## src/rtl/imem_loader.sv

```systemverilog
// Instruction-memory loader: turns a byte stream (4-byte count header + LE words) into
// word-aligned memory writes and holds the processor in reset until the image is in.
module imem_loader #(
    parameter int DEPTH = 101,
    parameter int CNT_W = 32
) (
    input  logic        clk,
    input  logic        rst_n,
    input  logic        start,
    input  logic [7:0]  in_data,
    input  logic        in_valid,
    output logic        in_ready,
    output logic        mem_we,
    output logic [31:0] mem_addr,
    output logic [31:0] mem_wdata,
    output logic        cpu_hold,
    output logic        done,
    output logic        error
);

    typedef enum logic [2:0] {
        ST_IDLE   = 3'd0,
        ST_HEADER = 3'd1,
        ST_DATA   = 3'd2,
        ST_FLUSH  = 3'd3,
        ST_DONE   = 3'd4,
        ST_ERROR  = 3'd5
    } state_t;

    localparam logic [CNT_W-1:0] DEPTH_C = CNT_W'(DEPTH);
    localparam logic [CNT_W-1:0] ONE_C   = CNT_W'(1);
    localparam logic [CNT_W-1:0] ZERO_C  = {CNT_W{1'b0}};

    state_t           state_r;
    logic [1:0]       byte_idx_r;
    logic [CNT_W-1:0] word_idx_r;
    logic [CNT_W-1:0] count_r;
    logic [31:0]      asm_r;

    logic             accept_s;
    logic             word_end_s;
    logic [31:0]      asm_next_s;
    logic [CNT_W-1:0] hdr_count_s;
    logic [31:0]      word_addr_s;

    // Little-endian byte placement: stream byte k of a word lands in bits [8k+7:8k].
    function automatic logic [31:0] insert_byte(input logic [31:0] word,
                                                input logic [1:0]  pos,
                                                input logic [7:0]  b);
        logic [31:0] r;
        r = word;
        case (pos)
            2'd0:    r[7:0]   = b;
            2'd1:    r[15:8]  = b;
            2'd2:    r[23:16] = b;
            2'd3:    r[31:24] = b;
            default: r        = word;
        endcase
        return r;
    endfunction

    // in_ready depends on state only, so there is no path from in_valid back to in_ready.
    assign in_ready    = (state_r == ST_HEADER) || (state_r == ST_DATA);
    assign accept_s    = in_valid & in_ready;
    assign word_end_s  = accept_s && (byte_idx_r == 2'd3);
    assign asm_next_s  = insert_byte(asm_r, byte_idx_r, in_data);
    assign hdr_count_s = CNT_W'(asm_next_s);
    assign word_addr_s = 32'(word_idx_r);

    // Load sequencer with registered memory-port and status outputs.
    always_ff @(posedge clk or negedge rst_n) begin
        if (!rst_n) begin
            state_r    <= ST_IDLE;
            byte_idx_r <= 2'd0;
            word_idx_r <= ZERO_C;
            count_r    <= ZERO_C;
            asm_r      <= 32'd0;
            mem_we     <= 1'b0;
            mem_addr   <= 32'd0;
            mem_wdata  <= 32'd0;
            cpu_hold   <= 1'b0;
            done       <= 1'b0;
            error      <= 1'b0;
        end else begin
            mem_we <= 1'b0;
            if (accept_s) begin
                asm_r      <= asm_next_s;
                byte_idx_r <= byte_idx_r + 2'd1;
            end
            case (state_r)
                ST_IDLE, ST_DONE, ST_ERROR: begin
                    if (start) begin
                        state_r    <= ST_HEADER;
                        done       <= 1'b0;
                        error      <= 1'b0;
                        cpu_hold   <= 1'b1;
                        byte_idx_r <= 2'd0;
                        word_idx_r <= ZERO_C;
                        asm_r      <= 32'd0;
                    end
                end
                ST_HEADER: begin
                    if (word_end_s) begin
                        count_r <= hdr_count_s;
                        if (hdr_count_s == ZERO_C) begin
                            state_r  <= ST_DONE;
                            done     <= 1'b1;
                            cpu_hold <= 1'b0;
                        end else if (hdr_count_s > DEPTH_C) begin
                            state_r <= ST_ERROR;
                            error   <= 1'b1;
                        end else begin
                            state_r <= ST_DATA;
                        end
                    end
                end
                ST_DATA: begin
                    if (word_end_s) begin
                        mem_we     <= 1'b1;
                        mem_addr   <= word_addr_s << 2'd2;
                        mem_wdata  <= asm_next_s;
                        word_idx_r <= word_idx_r + ONE_C;
                        if (word_idx_r == count_r - ONE_C) begin
                            state_r <= ST_FLUSH;
                        end
                    end
                end
                // The final write strobe is high during this state.
                ST_FLUSH: begin
                    state_r  <= ST_DONE;
                    done     <= 1'b1;
                    cpu_hold <= 1'b0;
                end
                default: begin
                    state_r  <= ST_IDLE;
                    cpu_hold <= 1'b0;
                    done     <= 1'b0;
                    error    <= 1'b0;
                end
            endcase
        end
    end

endmodule

```

## config.mk

```make
export PLATFORM = sky130hd
export DESIGN_NAME = imem_loader
export DESIGN_NICKNAME = d
export VERILOG_FILES = /design/src/rtl/imem_loader.sv
export SDC_FILE = /design/constraint.sdc
export NUM_CORES = 1
export LEC_CHECK = 0
export ABC_AREA = 1
export CORE_UTILIZATION = 30
export CTS_CLUSTER_SIZE = 16
export DETAILED_ROUTE_END_ITERATION = 10
export MAX_ROUTING_LAYER = met4
export SLEW_MARGIN = 20
export SYNTH_ARGS = -nofsm -noshare
export SYNTH_HDL_FRONTEND = slang
export SYNTH_SLANG_ARGS = --single-unit
```

## constraint.sdc

```tcl
create_clock -name clk -period 6.45 [get_ports clk]
set_clock_uncertainty 0.2 [all_clocks]
set_input_delay 0.9675 -clock clk [delete_from_list [all_inputs] [get_ports clk]]
set_output_delay 0.9675 -clock clk [all_outputs]
set_load 0.01 [all_outputs]
```

Yosys cells after proc, flatten, opt, wreduce, memory -nomap -nowiden:

Cells that the tools add are included.

* add/sub/neg operators: 3
* order comparisons: 1
* equal/unequal tests: 16
* reduce and logical (&&, ||, !) cells: 14
* multiplexer cells: 34
* bitwise gates (word level): 3

Operators with widths (count)
* 32-bit 2-to-1 mux: 5
* 32-bit one-hot mux with 2 select lines: 1
* 32-bit by 1-bit adder with 32-bit output (second input constant): 1
* 32-bit equality test: 1
* 32-bit by 7-bit > comparator with 1-bit output (second input constant): 1
* 32-bit zero test: 1
* 8-bit 2-to-1 mux: 4
* 32-bit by 1-bit subtractor with 32-bit output (second input constant): 1
* 3-bit 2-to-1 mux: 6
* 3-bit one-hot mux with 4 select lines: 1
* 1-bit 2-to-1 mux: 11
* 2-bit inequality test (second input constant): 4
* 4-bit AND reduction: 2
* 3-bit by 2-bit equality test with 1-bit output (second input constant): 2
* 3-bit equality test (second input constant): 2
* 2-bit 2-to-1 mux: 3
* 2-bit by 1-bit inequality test with 1-bit output (second input constant): 3
* 1-bit one-hot mux with 3 select lines: 2
* 5-bit AND reduction: 1
* 2-bit equality test (second input constant): 2
* 1-bit one-hot mux with 4 select lines: 1
* 2-bit AND reduction: 2
* 3-bit by 1-bit equality test with 1-bit output (second input constant): 1
* 3-bit zero test: 1
* other kinds (11): 12

* word-level logic and storage cells: 82
* flip-flop bits (word level): 167

Depth between registers and ports, before layout:

Gate-level depths: netlist (run 1).

* word-level depth: 7
* gate-level depth with buffers: 17
* depth with buffers taken out: 17

Least setup slack after synthesis (run 1):

OpenSTA, ideal clock, no wires.

* path kind: in2reg
* from: input in_data[1]
* to: register state_r[2]
* arrival time: 2.064 ns
* stages on the path: 12
* setup time: 0.116 ns
* required time: 6.134 ns
* setup slack: 4.070 ns
* cell sequence: inv_1 -> nand2_1 -> o21ai_0 -> inv_1 -> nor3_1 -> nand3_1 -> nor2_1 -> nand2_1 -> nor2_1 -> a21oi_1 -> nand2_1 -> nand2_1

* longest elaborated chain between the ends: 6

RTL lines
* start: declaration: line 10 `input logic [7:0] in_data,`
* 8-bit 2-to-1 mux: line 52 `case (pos)`
* 32-bit by 7-bit > comparator with 1-bit output: line 109 `end else if (hdr_count_s > DEPTH_C) begin`
* 3-bit 2-to-1 mux: line 109
* 3-bit 2-to-1 mux *: line 105 `if (hdr_count_s == ZERO_C) begin`
* 3-bit 2-to-1 mux *: line 103 `if (word_end_s) begin`
* 3-bit one-hot mux with 4 select lines *: line 90 `case (state_r)`
* end signal: assignment: line 93 `state_r <= ST_HEADER;`
* end signal: assignment: line 106 `state_r <= ST_DONE;`
* end signal: assignment: line 110 `state_r <= ST_ERROR;`
* end: declaration: line 34 `state_t state_r;`

Every way passes the cells marked *; elsewhere a longest branch is shown, timed or not. The select of a mux whose other input is x is not followed.
A chain may end at the register's enable or synchronous reset.

Worst setup path in the final report (run 1):

* from: register state_r[2]
* to: output in_ready

* longest elaborated chain between the ends: 2

RTL lines
* start signal: assignment: line 73 `state_r <= ST_IDLE;`
* start signal: assignment: line 93
* start signal: assignment: line 106
* 3-bit by 1-bit equality test with 1-bit output / 3-bit by 2-bit equality test with 1-bit output (equally long branches): line 63 `assign in_ready = (state_r == ST_HEADER) || (state_r == ST_DATA);`
* 1-bit logical OR *: line 63
* end: declaration: line 12 `output logic in_ready,`

Every way passes the cells marked *; elsewhere a longest branch is shown, timed or not.

==> results of run 1 <==
area by class of cell:
type                            count  area [sq um]
Multi-Input combinational cell    821          4055
Clock inverter                     12         117.6
Inverter                          121         454.2
Timing Repair Buffer               83         819.5
Fill cell                        3036         18310
Clock buffer                       18         439.2
Sequential cell                   167          4179
Tap cell                          384         480.5
worst max path at each step:
| stage | startpoint | end | slack (ns) |
|---|---|---|---|
| 3_3_place_gp | start | word_addr_s[5] | 3.00 |
| 5_1_grt | byte_idx_r[1] | word_addr_s[16] | 3.06 |
| 2_1_floorplan | in_data[1] | state_r[2] | 4.07 |
| 4_1_cts | state_r[2] | in_ready | 3.30 |
| 3_5_place_dp | start | asm_r[26] | 2.92 |
| 6_report | state_r[2] | in_ready | 3.31 |
critical path, stage by stage (launching register included):
cell and delay, ns:
dfrtp_1 0.42, nor2_2 0.15, nand2_2 0.26, nand2_4 0.17, clkdlybuf4s50_1 0.54
per-stage QoR:
step                  util  hold WS [ns]  setup slack (ns)  std cells
floorplan                -        0.2719             4.070       1153
global route        0.3654        0.3061             3.060       1606
finish              0.3654        0.2811             3.312       1606
detailed placement  0.3461        0.2685             2.923       1576
global placement    0.3461        0.2659             3.000       1576
CTS                 0.3654        0.2862             3.296       1606
kinds of logic (layout without fill, tap and decap cells):
kind of cell / Yosys count / count (layout)
flops: 167 / 167
fa+ha+maj: 6 / 6
simple gates: 542 / 542
buf+inv: 165 / 234
xor+xnor: 48 / 48
other cells: 1 / 2
compound gates: 223 / 223
power by group through the flow:
stage,clock (mW),combinational (mW),sequential (mW)
after floorplan,0,1.02,1.36
after global placement,0,1.37,1.40
after detailed placement,0,1.39,1.41
after CTS,1.01,1.40,1.39
after global routing,1.06,1.60,1.41
final,1.00,1.40,1.39
per-layer routing:
layer / global-route usage / vias up / routed length, microns
met4: 0.05190 / 0 / 473
met2: 0.2742 / 215 / 11470
met5: - / - / 0
li1: - / 3852 / -
met3: 0.02625 / 30 / 877
met1: 0.2324 / 3611 / 11880
placed cells by master (no fill, tap or decap), types with 6 or more instances in the layout:
cell,Yosys,final
a211oi_1,21,21
a21oi_1,31,31
clkbuf_16,0,17
clkdlybuf4s50_1,0,77
dfrtp_1,167,167
ha_1,6,6
inv_1,115,115
nand2_1,297,297
nand2_2,6,6
nand3_1,31,31
nand4_1,22,22
nor2_1,128,128
nor3_1,27,27
o21ai_0,150,150
o21bai_1,6,6
o31ai_1,9,9
xnor2_1,8,8
xor2_1,40,40
sequential cells by signal (all words and copies together) (netlist names):
name         count
state_r          3
word_addr_s     32
count_r         32
mem_we           1
mem_addr        30
byte_idx_r       2
mem_wdata       32
done             1
error            1
asm_r           32
cpu_hold         1
==> metrics.txt, run 1 <==
outcome=completed; Flop pwr share=0.367; Clk pwr share=0.264; antenna viol nets, final=0; Clk Latency, worst-skew pair=around 0.44 ns; Synth Warn #=0; pwr/cell area=around 360 nW/um^2; Tcrit/Tclk final=0.4866; commonest cells in the synthesized netlist=nand2_1 (297), dfrtp_1 (167), o21ai_0 (150), nor2_1 (128), inv_1 (115); Data arrival, critical path=1.97 ns; # clock sinks=167; worst reg2reg path startpoint=byte_idx_r[0]; Post-Synth Adder-Cell Area=0.008465; global-route wire length before repair=40.48 mm; wirelength, routed=24.70 mm; Setup TNS Final=0 ns; Post-Syn Area=8869 sq um; Synth Area in Compound Gates=0.1371; Via Count=between 7000 and 8000; hold buffer count at CTS=0; Seq cells post-synth=167; initial antenna violation count=0; io pins=81; main combinational cell family by area after synthesis=simple AND/OR/NAND/NOR gates; ys flop type=dfrtp_1; number of vias per cell=4.800; WP data required=5.28 ns; Post-synth EDFFs=0; Starting Density=0.3073; CORE AREA=28860 sq um; total of max-cap violations=0; NumNets Final=around 1200; iteration-0 DRC count of the detailed router=482; critical path class=reg -> out; Pleak=roughly 4.7 nW; PortBufs=78; Int Power=2.212 mW; simple-gate share of the synthesized area=0.2634; count leader, synth=nand2_1; ys async rst share=1.000; worst-case reg-to-reg path depth=10; Netlist cell types=40; Synth Instances=1152; Worst R2R End=word_addr_s[16]; GRT Total Usage=0.1746; maximum VDD drop=0.1858 mV; Switch Pwr=roughly 1.6 mW; final count of pins violating max slew=0; largest net degree at the start of global routing=80; Setup crit start kind=flop; share of the synthesized area in the top cell type=0.4712; Worst slew margin=0.3473; DP Wirelength=18.43 mm; TritonRoute pass-1 iters=5; Combinational Power Share=0.369; maximum fanout along the worst path=13; design area=10550 sq um; fmax=318.6 MHz; CTS tree=yes; syn_area_per_cell=7.698 sq um; crit path time final=~3.1 ns; CP Capture Type=output pin; Vert. Die Dim=around 170 microns; mux cell area share after synthesis=0; sequential fraction of the synthesis area=0.4712; grt ovf=0; CTS H-tree lvls=4; Avg WL per Cell=~15 microns; CTS clock-pin slew for the worst setup and hold paths=0.07 ns; Hold Path End=mem_addr[13]; Synth Area in XOR/XNOR=0.04740; Die X=173.9 microns; final hold violations=0; Core Rows=62; Area Growth Syn to Fin=18.91%; clock buffer depth=2; setup bufs post-CTS=0; Synth area leaders=dfrtp_1 (47%), nand2_1 (13%), o21ai_0 (8.5%); Hold Crit Start=mem_addr[13]; clk root buf=clkbuf_16; Worst Tran Pin Value=around 0.98 ns; CTS resizes=0; Tot Pwr=around 3.8 mW; Inserted Diodes=0; RSZ-0062 raised after global routing=false; WHS Path Cells=2; sw frac=0.4161; layout cells sized above 1=0.05319; Post-Place Cell Area=9988 sq um; cts bufs inserted=17; GP Congestion=0.9081; total die area=30250 sq um; r2r setup slk=3.39 ns; DRC viols=0; Setup violations, final=0; vias in the first global route=7448; Hold Crit Class=reg -> reg; area leader, netlist=dfrtp_1
No activity file was read; power rests on OpenSTA's default activity.
==> run 2, diff against run 1 <==
==> constraint.sdc (replaced) <==
create_clock -name clk -period 2.8 [get_ports clk]
set_clock_uncertainty 0.2 [all_clocks]
set_input_delay 0.42 -clock clk [delete_from_list [all_inputs] [get_ports clk]]
set_output_delay 0.42 -clock clk [all_outputs]
set_load 0.01 [all_outputs]
==> run 2 against run 1 <==
Setup slack worse by 3.1 ns. Critical path depth increased by 12. Sequential share of layout area is 1.1 points lower. Critical path type is now reg -> reg. Largest cell class unchanged.
==> metrics.txt, run 2 (synthesis results as in run 1) <==
outcome=completed; Tcrit/Tclk final=0.9262; wirelength, routed=25.41 mm (+2.9%); Starting Density=0.3073 (unchanged); layout cells sized above 1=0.07888 (+0.02569); Worst path slowest cell=dfrtp_1; GP Congestion=0.8652 (-4.7%); Setup violations, final=0 (unchanged); CP Capture Type=flop; Clk Latency, worst-skew pair=0.44 ns (about the same); number of vias per cell=4.731 (-1.4%); instance count on the critical path=16 (+12); fin worst setup slack=0.2067 ns (-3.105 ns); CTS tree=yes; fill count=2978 (-1.9%); CTS clock-pin slew for the worst setup and hold paths=0.07 ns (about the same); vias in the first global route=7393 (-0.74%); Avg WL per Cell=15.50 microns (+0.78%); antenna viol nets, final=0 (unchanged); # clock sinks=167 (unchanged); maximum VDD drop=0.4392 mV (+140%); largest net degree at the start of global routing=122 (+53%); Switch Pwr=3.737 mW (+140%); WHS Path Cells=2 (unchanged); io pins=81 (unchanged); Flop pwr share=0.355 (-0.012); Hold Crit Class=reg -> reg; RSZ-0062 raised after global routing=false; Area Growth Syn to Fin=22.42%; sw frac=0.4120 (-0.004082); Die X=173.9 microns (unchanged); Int Power=5.332 mW (+140%); Combinational Power Share=0.383 (+0.014); Vert. Die Dim=173.9 microns (unchanged); Worst Tran Pin Value=0.5437 ns (-0.4353 ns); Inserted Diodes=0 (unchanged); final count of pins violating max slew=0 (unchanged); Via Count=7754 (+0.60%); pre-CTS WS=0.1601 ns (-2.763 ns); grt ovf=0 (unchanged); CORE AREA=28860 sq um (unchanged); Clk pwr share=0.262 (-0.002); pwr/cell area=835.4 nW/um^2 (+130%); Setup TNS Final=0 ns (unchanged); PortBufs=78 (unchanged); crit path time final=approximately 2.6 ns; most common cell after layout, fill and taps aside=nand2_1; initial antenna violation count=0 (unchanged); Worst slew margin=0.6375 (+0.2902); Worst path max stage delay=0.42 ns (-0.12 ns); WP data required=2.97 ns (-2.31 ns); total of max-cap violations=0 (unchanged); clk root buf=clkbuf_16; CTS H-tree lvls=4 (unchanged); GRT Total Usage=0.1786 (+0.004057); Core Rows=62 (unchanged); cts bufs inserted=17 (unchanged); Setup crit start kind=flop; CP delay by family, top=simple AND/OR/NAND/NOR gates; worst-case reg-to-reg path depth=16 (+6); final hold violations=0 (unchanged); Data arrival, critical path=2.77 ns (+0.80 ns); TritonRoute pass-1 iters=8 (+3); Worst Path Buf+Inv=2 (+1); maximum fanout along the worst path=7 (-6); most used cell, CP=nand2_1; fmax=around 390 MHz; critical path class=reg -> reg; most frequent cells in the layout=nand2_1 (297), dfrtp_1 (167), o21ai_0 (150); DRC viols=0 (unchanged); NumNets Final=1260 (+2.5%); DP Wirelength=18.90 mm (+2.6%); fin util=0.3762 (+0.01080); worst path cell trace=inv_1 > ha_1 > nand3_2 > nor2_4 > nand2_4 > nor2_1 > nand3_1 > nand2_1 > inv_1 > nor2_1 > nand2_1 > nor2_1 > nand3_2 > nand2_2 > nand2_1 > nand2_1; global-route wire length before repair=41.20 mm (+1.8%); total die area=30250 sq um (unchanged); Pleak=4.911 nW (+3.8%); clock buffer depth=2 (unchanged); iteration-0 DRC count of the detailed router=710 (+47%)
run 2: per-stage QoR:
stage	cell area, sq um	power, mW	cells	hold slack (ns)
after CTS	10830	9.099	1637	0.2892
after detailed placement	10240	6.713	1604	0.2236
after global placement	10240	6.659	1604	0.2241
after floorplan	8872	5.475	1153	-0.07559
after global routing	10860	9.778	1639	0.3032
final	10860	9.069	1639	0.2828
run 2: power by group through the flow:
stage / registers, mW / clock network [mW] / logic, mW
floorplan: 3.12 / 0 / 2.35
global placement: 3.26 / 0 / 3.40
detailed placement: 3.26 / 0 / 3.46
CTS: 3.21 / 2.42 / 3.47
global route: 3.28 / 2.52 / 3.98
finish: 3.22 / 2.38 / 3.48
run 2: final timing paths:
path,endpoint,slack (ns),from
worst max-delay path,state_r[2],0.21,count_r[0]
worst min-delay path,mem_addr[14],0.28,mem_addr[14]
worst max register to register,state_r[2],0.21,count_r[0]
worst min register to register,mem_addr[14],0.28,mem_addr[14]
max in group asynchronous,word_addr_s[4],1.38,rst_n
min in group asynchronous,mem_addr[28],0.32,rst_n
run 2: cell type report:
type	instances	area, sq um	area share
clock inverter	14	158.9	0.01464
clock buffer	18	429.2	0.03953
timing repair buffer	114	1092	0.1006
multi-input combinational	821	4063	0.3742
sequential	167	4179	0.3849
tap	384	480.5	0.04425
inverter	121	454.2	0.04183
run 2: metal layers:
layer	global-route usage	share of wire	vias up
met2	0.2655	0.45	207
met1	0.2487	0.48	3598
li1	-	-	3920
met3	0.02997	0.047	29
met5	-	0	-
met4	0.05227	0.018	0
run 2: repair_timing:
item                                    in CTS  in global routing
setup buffers                                0                  2
resized for setup                            0                  3
endpoints found under the setup margin       0                 10
hold endpoints to repair                    49                  0
hold buffers                                 1                  0
run 2: tightest hold or removal path: stages (launching register included):
cell	delay (ns)
dfrtp_1	0.35
nand2_1	0.05
o21ai_0	0.05
